$ cat config.mk
export PLATFORM = sky130hd
export DESIGN_NAME = period_meter_flat
export DESIGN_NICKNAME = d
export VERILOG_FILES = /design/src/rtl/period_meter_if.sv /design/src/rtl/period_meter.sv /design/src/flat_wrapper.sv
export SDC_FILE = /design/constraint.sdc
export NUM_CORES = 1
export LEC_CHECK = 0
export BUFFER_PORTS_ARGS = -buffer_cell sky130_fd_sc_hd__clkbuf_2
export CORE_MARGIN = 10
export CORE_UTILIZATION = 30
export DETAILED_ROUTE_END_ITERATION = 8
export GPL_ROUTABILITY_DRIVEN = 0
export PLACE_DENSITY_LB_ADDON = 0.15
export SYNTH_ARGS = -nofsm -noshare
export SYNTH_HDL_FRONTEND = slang
export SYNTH_SLANG_ARGS = --single-unit
$ cat constraint.sdc
create_clock -name i_clk -period 2.75 [get_ports i_clk]
set_input_delay 0.275 -clock i_clk [delete_from_list [all_inputs] [get_ports i_clk]]
set_output_delay 0.275 -clock i_clk [all_outputs]
set_load 0.01 [all_outputs]
$ cat src/rtl/period_meter_if.sv
// period_meter_if: enable/input and measurement-result bundle for period_meter
interface period_meter_if #(
    parameter int unsigned WIDTH = 26
);
    logic             i_en;
    logic             i_sig_in;
    logic [WIDTH-1:0] o_period;
    logic [WIDTH-1:0] o_high_time;
    logic             o_valid;
    logic             o_no_sig;

    modport master (
        output i_en, i_sig_in,
        input  o_period, o_high_time, o_valid, o_no_sig
    );

    modport slave (
        input  i_en, i_sig_in,
        output o_period, o_high_time, o_valid, o_no_sig
    );
endinterface

$ cat src/rtl/period_meter.sv
// period_meter: measures period and high time of an external square wave in clock cycles; PERIOD_METER_DEGLITCH_EN adds a FILTER_CYCLES input deglitcher
module period_meter #(
    parameter int unsigned      WIDTH   = 26,
    parameter logic [WIDTH-1:0] TIMEOUT = WIDTH'(50_000_000)
`ifdef PERIOD_METER_DEGLITCH_EN
    ,
    parameter int unsigned      FILTER_CYCLES = 4
`endif
) (
    input logic           i_clk,
    input logic           i_clr_n,
    period_meter_if.slave bus
);
    typedef enum logic [1:0] {IDLE, ARMED, MEASURE} state_t;

    state_t           r_state, w_state_nxt;
    logic             r_s1, r_s2, r_d;
    logic             w_lvl, w_rise, w_fall, w_tmo, w_upd, w_dead, w_meas;
    logic [WIDTH-1:0] r_cnt, r_hi, r_period, r_high;
    logic             r_valid, r_no_sig;

    // Two-flop synchronizer plus the one-cycle delay used for edge detection
    always_ff @(posedge i_clk or negedge i_clr_n)
        if (!i_clr_n) begin
            r_s1 <= 1'b0;
            r_s2 <= 1'b0;
            r_d  <= 1'b0;
        end else begin
            r_s1 <= bus.i_sig_in;
            r_s2 <= r_s1;
            r_d  <= w_lvl;
        end

`ifdef PERIOD_METER_DEGLITCH_EN
    localparam int unsigned FW = $clog2(FILTER_CYCLES + 1);

    logic          r_f;
    logic [FW-1:0] r_fc;

    // Filtered level follows sig_s only after FILTER_CYCLES consecutive disagreeing samples
    always_ff @(posedge i_clk or negedge i_clr_n)
        if (!i_clr_n) begin
            r_f  <= 1'b0;
            r_fc <= '0;
        end else if (r_s2 == r_f) begin
            r_fc <= '0;
        end else if (r_fc == FW'(FILTER_CYCLES - 1)) begin
            r_f  <= r_s2;
            r_fc <= '0;
        end else begin
            r_fc <= r_fc + FW'(1);
        end

    assign w_lvl = r_f;
`else
    assign w_lvl = r_s2;
`endif

    assign w_rise = w_lvl & ~r_d;
    assign w_fall = ~w_lvl & r_d;
    assign w_tmo  = r_cnt == TIMEOUT;

    // State register
    always_ff @(posedge i_clk or negedge i_clr_n)
        if (!i_clr_n) r_state <= IDLE;
        else          r_state <= w_state_nxt;

    // Next state and strobes: EN low wins, then a rise, then the timeout
    always_comb begin
        w_state_nxt = !bus.i_en ? IDLE :
                      (r_state == IDLE) ? ARMED :
                      w_rise ? MEASURE :
                      w_tmo ? ARMED : r_state;
        w_meas = bus.i_en && r_state == MEASURE;
        w_upd  = w_meas && w_rise;
        w_dead = bus.i_en && r_state != IDLE && !w_rise && w_tmo;
    end

    // Shared cycle/wait counter, high-phase capture and result registers
    always_ff @(posedge i_clk or negedge i_clr_n)
        if (!i_clr_n) begin
            r_cnt    <= '0;
            r_hi     <= '0;
            r_period <= '0;
            r_high   <= '0;
            r_valid  <= 1'b0;
            r_no_sig <= 1'b0;
        end else begin
            r_valid <= w_upd;
            if (!bus.i_en || r_state == IDLE) r_cnt <= '0;
            else if (w_rise)                  r_cnt <= WIDTH'(1);
            else if (w_tmo)                   r_cnt <= '0;
            else                              r_cnt <= (&r_cnt) ? r_cnt : r_cnt + WIDTH'(1);
            if (w_meas && w_fall) r_hi <= r_cnt;
            if (w_upd) begin
                r_period <= r_cnt;
                r_high   <= r_hi;
                r_no_sig <= 1'b0;
            end else if (w_dead) begin
                r_period <= '0;
                r_high   <= '0;
                r_no_sig <= 1'b1;
            end
        end

    assign bus.o_period    = r_period;
    assign bus.o_high_time = r_high;
    assign bus.o_valid     = r_valid;
    assign bus.o_no_sig    = r_no_sig;
endmodule

$ cat src/flat_wrapper.sv
// flat-port wrapper written by rule: the top's interface ports become plain ports
module period_meter_flat 
#(
    parameter int unsigned      WIDTH   = 26,
    parameter logic [WIDTH-1:0] TIMEOUT = WIDTH'(50_000_000)

)
  (i_clk, i_clr_n, bus_i_en, bus_i_sig_in, bus_o_period, bus_o_high_time, bus_o_valid, bus_o_no_sig);
  period_meter_if #(.WIDTH(WIDTH)) bus_i ();
  input logic i_clk;
  input logic i_clr_n;
  input wire logic [$bits(bus_i.i_en)-1:0] bus_i_en;
  input wire logic [$bits(bus_i.i_sig_in)-1:0] bus_i_sig_in;
  output wire logic [$bits(bus_i.o_period)-1:0] bus_o_period;
  output wire logic [$bits(bus_i.o_high_time)-1:0] bus_o_high_time;
  output wire logic [$bits(bus_i.o_valid)-1:0] bus_o_valid;
  output wire logic [$bits(bus_i.o_no_sig)-1:0] bus_o_no_sig;
  assign bus_i.i_en = bus_i_en;
  assign bus_i.i_sig_in = bus_i_sig_in;
  assign bus_o_period = bus_i.o_period;
  assign bus_o_high_time = bus_i.o_high_time;
  assign bus_o_valid = bus_i.o_valid;
  assign bus_o_no_sig = bus_i.o_no_sig;
  period_meter #(.WIDTH(WIDTH), .TIMEOUT(TIMEOUT)) u_core (.i_clk(i_clk), .i_clr_n(i_clr_n), .bus(bus_i));
endmodule
After elaboration in Yosys (flattened, before gate mapping)
Cells that the tools add are included.
Widths: inputs -> output; s select.
{"block": "op_classes", "addsub": 1, "eq_ne": 4, "n_mux": 13, "bitwise": 4, "reduce_logical": 13}
{"op": "$mux 26", "n": 7}
{"op": "$add 26x1->26 const B", "n": 1}
{"op": "$eq 26x26->1 const B", "n": 1}
{"op": "$reduce_and 26->1", "n": 1}
{"op": "$mux 2", "n": 4}
{"op": "$ne 4x1->1 const B", "n": 2}
{"op": "$logic_and 1x1->1", "n": 6}
{"op": "$reduce_bool 2->1", "n": 2}
{"op": "$and 1x1->1", "n": 2}
{"op": "$eq 2x2->1 const B", "n": 1}
{"op": "$logic_not 1->1", "n": 2}
{"op": "$logic_not 2->1", "n": 1}
{"op": "$mux 1", "n": 2}
{"op": "$not 1->1", "n": 2}
{"op": "$logic_or 1x1->1", "n": 1}
{"block": "totals", "reg_bits": 111, "inputBits": 4, "output_inout_bits": 54, "wordCells": 45}

Logic depth before layout (Yosys ltp)
Gate-level depths: netlist of the first run.
{"block": "logic_depth", "depth_word": 7, "ltp_mapped": 8, "mapped_depth_nobuf": 7}

Least setup slack after synthesis of the first run
Ideal clock, no wire load.
{"block": "synth_timing", "path_type": "flip-flop to flip-flop", "from": "reg u_core.r_cnt[0]", "to": "reg u_core.r_period[6], in the netlist u_core.bus.o_period[6]", "setup_ps": 121, "t_arrival_ps": 1912, "t_required_ps": 2629, "setup_slack_ps": 717, "path_stages_with_launch": 9, "n_path_buf": 1, "period_less_slack_ps": 2033, "path_cell_list": "dfrtp_1 -> inv_1 -> ha_1 -> nor4b_1 -> nand4_1 -> nor4_1 -> a21oi_1 -> clkbuf_1 -> a22o_2"}
{"block": "synth_via", "elab_chain_cells": 3}
{"item": "start, declared", "line_no": "period_meter.sv:19", "rtl": "logic [WIDTH-1:0] r_cnt, r_hi, r_period, r_high;"}
{"item": "start signal, assigned", "line_no": "period_meter.sv:93", "rtl": "else r_cnt <= (&r_cnt) ? r_cnt : r_cnt + WIDTH'(1);"}
{"item": "$eq 26x26->1", "line_no": "period_meter.sv:61", "rtl": "assign w_tmo = r_cnt == TIMEOUT;"}
{"item": "$logic_and 1x1->1", "line_no": "period_meter.sv:76", "rtl": "w_dead = bus.i_en && r_state != IDLE && !w_rise && w_tmo;"}
{"item": "$reduce_bool 2->1 (no source line)"}
{"item": "end signal, assigned", "line_no": "period_meter.sv:96", "rtl": "r_period <= r_cnt;"}
{"item": "end, declared", "line_no": "period_meter.sv:19"}
No other way between the ends.
A chain may end at the register's enable or synchronous reset.

Worst setup path after layout of the first run
Ends and elaborated chain as after synthesis.

==> results.yml, run 1 <==
timing:
  whs_ps: 20.6
  tns_ps: 0
  hold_viol: 0
  relSlewSlack_pct: 58.0
  fin_skew_ps: 8.90
  layout_min_cycle_time_ps: 2320
  max_freq_mhz: 431
  timing.final.crit_share_pct: 84.3
  grt_setup_unrepaired: "false"
  slew_viol_final: 0
  max_slew.worst_pin.slew_ps: 630
  finalSetupViolCount: 0
yosys:
  syn-cell-area_mm2: 0.00468
  ys_seq_area_share_pct: 59.3
  async_reset_ff_share_pct: 100
  synthCells: 386
  synth_cell_types: 42
  synthesis.nets: 392
  synth_most_common_cell: "dfrtp_1"
  synth_commonest_cells: "dfrtp_1, a22o_1, nor2_1"
  synth_top_area_cell: "dfrtp_1"
  yosysWarnings: 0
  synth_edf_count: 0
  synth_top_area_share_pct: 59.3
  ys_seq_elements: 111
  synth_area_per_cell_um2: 12.1
  synth_area_leaders: "dfrtp_1, a22o_1, mux2_2"
  ys.flop_type: "dfrtp_1"
route:
  dr.pass1.iters: 4
  drtAntennaViolNets: 0
  vias_per_cell: 5.10
  vias: 3340
  wl_per_cell_um: 19.3
  drt_iter0_markers: 312
  drc: 0
  postRouteWirelength_um: 12600
clock_network:
  clock_latency_ps: 360
  cts_max_path_buffers: 2
  cts_sinks: 111
  cts_buffers: 9
  tritoncts: "done"
  ctsResizeCount: 0
  clk_pin_slew_ps: 80
  cts_max_level: 3
  cts-root-buf: "clkbuf_16"
run_status:
  status: "completed"
floorplanning:
  core_area_mm2: 0.0153
  dieWidth_um: 145
  dieHeight_um: 145
  io_pins: 58
  start_util_pct: 30.7
  rows: 45
  die_area_mm2: 0.0210
global_routing:
  antenna_found_initial: 0
  grt_max_degree: 55
  globalRouteTotalUtil_pct: 12.1
  overflow: 0
  grt_pass1_vias: 3310
  grt_pass1_wl_um: 20500
final_layout:
  area_delta_synth_final_pct: 19.6
  drive_gt1_share_pct: 29.3
  diodes: 0
  fillers: 1507
  post-route-util_pct: 36.7
  fin_nets: 445
critical_path:
  cp-end-kind: "register"
  critPathRequiredTime_ps: 3000
  crit_type: "reg2reg"
  r2r_cells: 9
  cp.arrival_ps: 2570
  crit_path_start_kind: "register"
  path_max_fanout: 12
hold_path:
  min_delay_path_depth: 1
  hold_path.class: "in2reg"
power_and_ir_drop:
  finalPower_w: 0.00313
  leakage_nw: 2.56
  cellPowerDensity_mw_per_mm2: 559
  ir_drop_mv: 0.354
placed_design:
  detailed_place_hpwl_um: 8640
  portBuffers: 57
flow_run:
  drv_cap: 0
==> cell type report <==
cell class	count	area [um^2]	area share [%]
Inverter	6	22.5	0.402
Sequential cell	111	2780	49.6
Tap cell	211	264	4.71
Clock buffer	11	253	4.51
Clock inverter	5	62.6	1.12
Timing Repair Buffer	76	470	8.40
Multi-Input combinational cell	235	1750	31.3
==> per-stage QoR <==
stage          std cells  cell area [um^2]  worst slack [ps]
2_1_floorplan        386              4680               717
3_3_place_gp         638              5280               423
3_5_place_dp         638              5280               447
4_1_cts              655              5600               419
5_1_grt              655              5600               262
6_report             655              5600               432
==> worst max-delay path, cell delays in order, from the launching register on <==
cell and delay (ps):
dfrtp_1 470, inv_1 110, ha_1 170, nor4b_1 270
nand4_1 160, nor4_1 300, buf_4 180, a21oi_4 100
buf_4 220, a22o_2 220
==> layer usage <==
layer	routed length [um]	global-route usage (%)
met1	6330	17.0
met2	5480	17.2
met3	583	3.23
met4	251	5.01
met5	0	0
==> logic make-up after synthesis <==
kind of cell / count (synthesis) / share of synthesized area (%)
fa+ha+maj: 2 / 0.534
buf+inv: 40 / 3.82
mux: 26 / 6.25
flops: 111 / 59.3
xor+xnor: 16 / 2.99
compound gates: 81 / 13.7
simple gates: 110 / 13.3
==> state kept, by name (all words and copies together) (netlist names) <==
register                flops
u_core.r_state              2
u_core.bus.o_valid          1
u_core.r_hi                26
u_core.r_s1                 1
u_core.bus.o_no_sig         1
u_core.r_d                  1
u_core.r_cnt               26
u_core.r_s2                 1
u_core.bus.o_high_time     26
u_core.bus.o_period        26
==> path summary, 6_finish.rpt <==
check | endpoint | start | slack (ps)
setup reg to reg | u_core.bus.o_period[6]$_DFFE_PN0P_ | u_core.r_cnt[0]$_DFFE_PN0P_ | 430
hold reg to reg | u_core.r_s2$_DFF_PN0_ | u_core.r_s1$_DFF_PN0_ | 360
hold / removal | u_core.r_s1$_DFF_PN0_ | bus_i_sig_in | 20
min in group asynchronous | u_core.bus.o_high_time[21]$_DFFE_PN0P_ | i_clr_n | 460
setup / recovery | u_core.bus.o_period[6]$_DFFE_PN0P_ | u_core.r_cnt[0]$_DFFE_PN0P_ | 430
max in group asynchronous | u_core.r_hi[0]$_DFFE_PN0P_ | i_clr_n | 1500
==> power by group <==
| part | switching [W] | total, W | internal, W |
|---|---|---|---|
| Clock | 0.000632 | 0.00140 | 0.000764 |
| Sequential | 0.0000101 | 0.00165 | 0.00164 |
| Combinational | 0.0000616 | 0.0000853 | 0.0000237 |
| Total | 0.000703 | 0.00313 | 0.00243 |
==> repair_timing <==
item                                   CTS  global route
endpoints found under the hold margin   44             0
hold buffers                             1             0
setup buffers                            0             0
==> cell usage in the layout, fill, tap and decap left out, types with 8 or more instances in the layout <==
cell type,n
nand2_1,18
mux2_2,26
nor3_1,10
xnor2_1,16
a22o_1,51
a211oi_1,8
nor2_1,27
clkbuf_2,56
dfrtp_1,111
buf_4,16
nand4_1,8
clkbuf_16,9
a21oi_1,11
nor4_1,8
(Power assumes the default switching activity.)
==> run 2: changes to the inputs <==
- clock period: 2.75 -> 2.3 ns (I/O delays scaled with it)
==> run 2 against run 1 <==
  * Register-to-register slack got worse by 310 ps
  * Combinational power up 25%
  * First-iteration DRC count down 19%
  * Worst hold slack better by 150 ps
  * Critical path type unchanged
  * Worst setup slack got worse by 310 ps
  * Die area unchanged
  * Critical endpoint is now u_core.r_cnt[21]$_DFFE_PN0P_
  * Sequential power is 19% higher
==> results.yml, run 2 (synthesis results as in run 1) <==
run_status:
  status: "completed"
power_and_ir_drop:
  finalPower_w: 0.00375
  ir_drop_mv: 0.349
  leakage_nw: 2.62
  cellPowerDensity_mw_per_mm2: 656
route:
  dr.pass1.iters: 4
  wl_per_cell_um: 18.3
  drtAntennaViolNets: 0
  vias: 3329
  vias_per_cell: 4.98
  drc: 0
  drt_iter0_markers: 252
  postRouteWirelength_um: 12200
critical_path:
  path_cells: "nand4_1 > or4_1 > or4_4 > a21oi_2"
  cp_num_buf_inv: 0
  cp.arrival_ps: 2460
  critPathSlowestCell: "or4_1"
  r2r_cells: 4
  cp-end-kind: "register"
  path_max_fanout: 9
  crit_path_start_kind: "register"
  worstReg2RegStart: "u_core.r_cnt[8]$_DFFE_PN0P_"
  crit_type: "reg2reg"
  reg2reg_setup_slack_ps: 120
  critPathRequiredTime_ps: 2590
  critPathTopFamily: "simple AND/OR/NAND/NOR gates"
  r2r_end: "u_core.r_cnt[21]$_DFFE_PN0P_"
  slowest_delay_ps: 710
timing:
  fin_skew_ps: 9.70
  max_freq_mhz: 460
  relSlewSlack_pct: 72.3
  tns_ps: 0
  hold_viol: 0
  slew_viol_final: 0
  max_slew.worst_pin.slew_ps: 414
  layout_min_cycle_time_ps: 2180
  finalSetupViolCount: 0
  fin_ws_ps: 124
  timing.final.crit_share_pct: 94.6
  grt_setup_unrepaired: "false"
placed_design:
  pre_cts_slack_ps: 73.1
  portBuffers: 57
  placed_cells: 650
  detailed_place_hpwl_um: 8540
  placed_area_mm2: 0.00537
floorplanning:
  rows: 45
  io_pins: 58
  core_area_mm2: 0.0153
  dieWidth_um: 145
  die_area_mm2: 0.0210
  start_util_pct: 30.7
  dieHeight_um: 145
final_layout:
  fin_nets: 458
  diodes: 0
  layout.cells.most_common: "dfrtp_1"
  mostFrequentLayoutCells: "dfrtp_1, clkbuf_2, a22o_1"
  stdcell_count: 668
  drive_gt1_share_pct: 31.5
  area_delta_synth_final_pct: 22.0
  finalInstanceArea_mm2: 0.00571
hold_path:
  hp-start: "bus_i_en"
  min_delay_path_depth: 3
  hold_path.class: "in2reg"
  min_delay_worst_endpoint: "u_core.r_state[0]$_DFFE_PN0P_"
global_routing:
  use_met2_pct: 17.0
  grt_max_degree: 64
  antenna_found_initial: 0
  busiest_layer: "met2"
  globalRouteTotalUtil_pct: 11.9
  grt_pass1_wl_um: 20200
  grt_pass1_vias: 3440
  overflow: 0
  use_met1_pct: 16.5
  grt_use_met3_pct: 3.23
clock_network:
  clk_pin_slew_ps: 70
  cts_max_path_buffers: 2
  tritoncts: "done"
  clock_latency_ps: 350
  post_cts_buffers: 0
  cts-root-buf: "clkbuf_16"
  cts_buffers: 9
  cts_sinks: 111
  cts_max_level: 3
flow_run:
  drv_cap: 0
## run 2: cell count changes in the layout (fill, tap and decap cells not counted), moves of 2 or more
cell and change:
clkbuf_1 +2, nor4_1 -2, buf_4 +12, clkbuf_8 -2, nor4_2 +2, dfrtp_2 +2
dfrtp_1 -2
## run 2: power by group
part / switching [W] / internal, W / leakage, nW / total [W]
clock network: 0.000708 / 0.000958 / 0.150 / 0.00167
logic: 0.0000753 / 0.0000318 / 0.938 / 0.000107
registers: 0.00000992 / 0.00196 / 1.53 / 0.00197
## run 2: worst max path at each step
stage / from / end / slack, ps / depth (start not counted)
floorplan: u_core.r_cnt[0]$_DFFE_PN0P_ / u_core.bus.o_period[6]$_DFFE_PN0P_ / 270 / 8
global placement: u_core.r_cnt[5]$_DFFE_PN0P_ / u_core.r_cnt[25]$_DFFE_PN0P_ / 60 / 5
detailed placement: u_core.r_cnt[5]$_DFFE_PN0P_ / u_core.r_cnt[21]$_DFFE_PN0P_ / 70 / 4
CTS: u_core.r_cnt[5]$_DFFE_PN0P_ / u_core.r_cnt[25]$_DFFE_PN0P_ / 40 / 5
global route: u_core.r_cnt[9]$_DFFE_PN0P_ / u_core.r_cnt[25]$_DFFE_PN0P_ / 20 / 5
finish: u_core.r_cnt[8]$_DFFE_PN0P_ / u_core.r_cnt[21]$_DFFE_PN0P_ / 120 / 4
## run 2: layout make-up
type,count,area [um^2]
Tap cell,211,264
Clock inverter,5,81.3
Fill cell,1499,9540
Timing Repair Buffer,89,571
Sequential cell,111,2780
Inverter,6,22.5
Multi-Input combinational cell,235,1760
Clock buffer,11,233
## run 2: tightest hold or removal path, stage by stage
cell	delay, ps
clkbuf_2	110
o21ai_0	80
a21oi_1	50
## run 2: per-stage QoR
stage	utilization [%]	hold WS, ps
2_1_floorplan	-	-65.6
4_1_cts	37.4	143
5_1_grt	37.4	182
3_5_place_dp	35.2	154
3_3_place_gp	35.2	149
6_report	37.4	166
## run 2: layer usage
layer,wire length (um),vias up,part of all wire (%)
met5,0,-,0
met4,187,0,1.5
met3,704,11,5.8
met2,5210,79,43
met1,6140,1691,50
li1,-,1548,-
## run 2: timing repair
action,CTS,global route
hold buffers,2,0
setup endpoints to repair,0,5
endpoints found under the hold margin,23,0
resized for setup,0,4
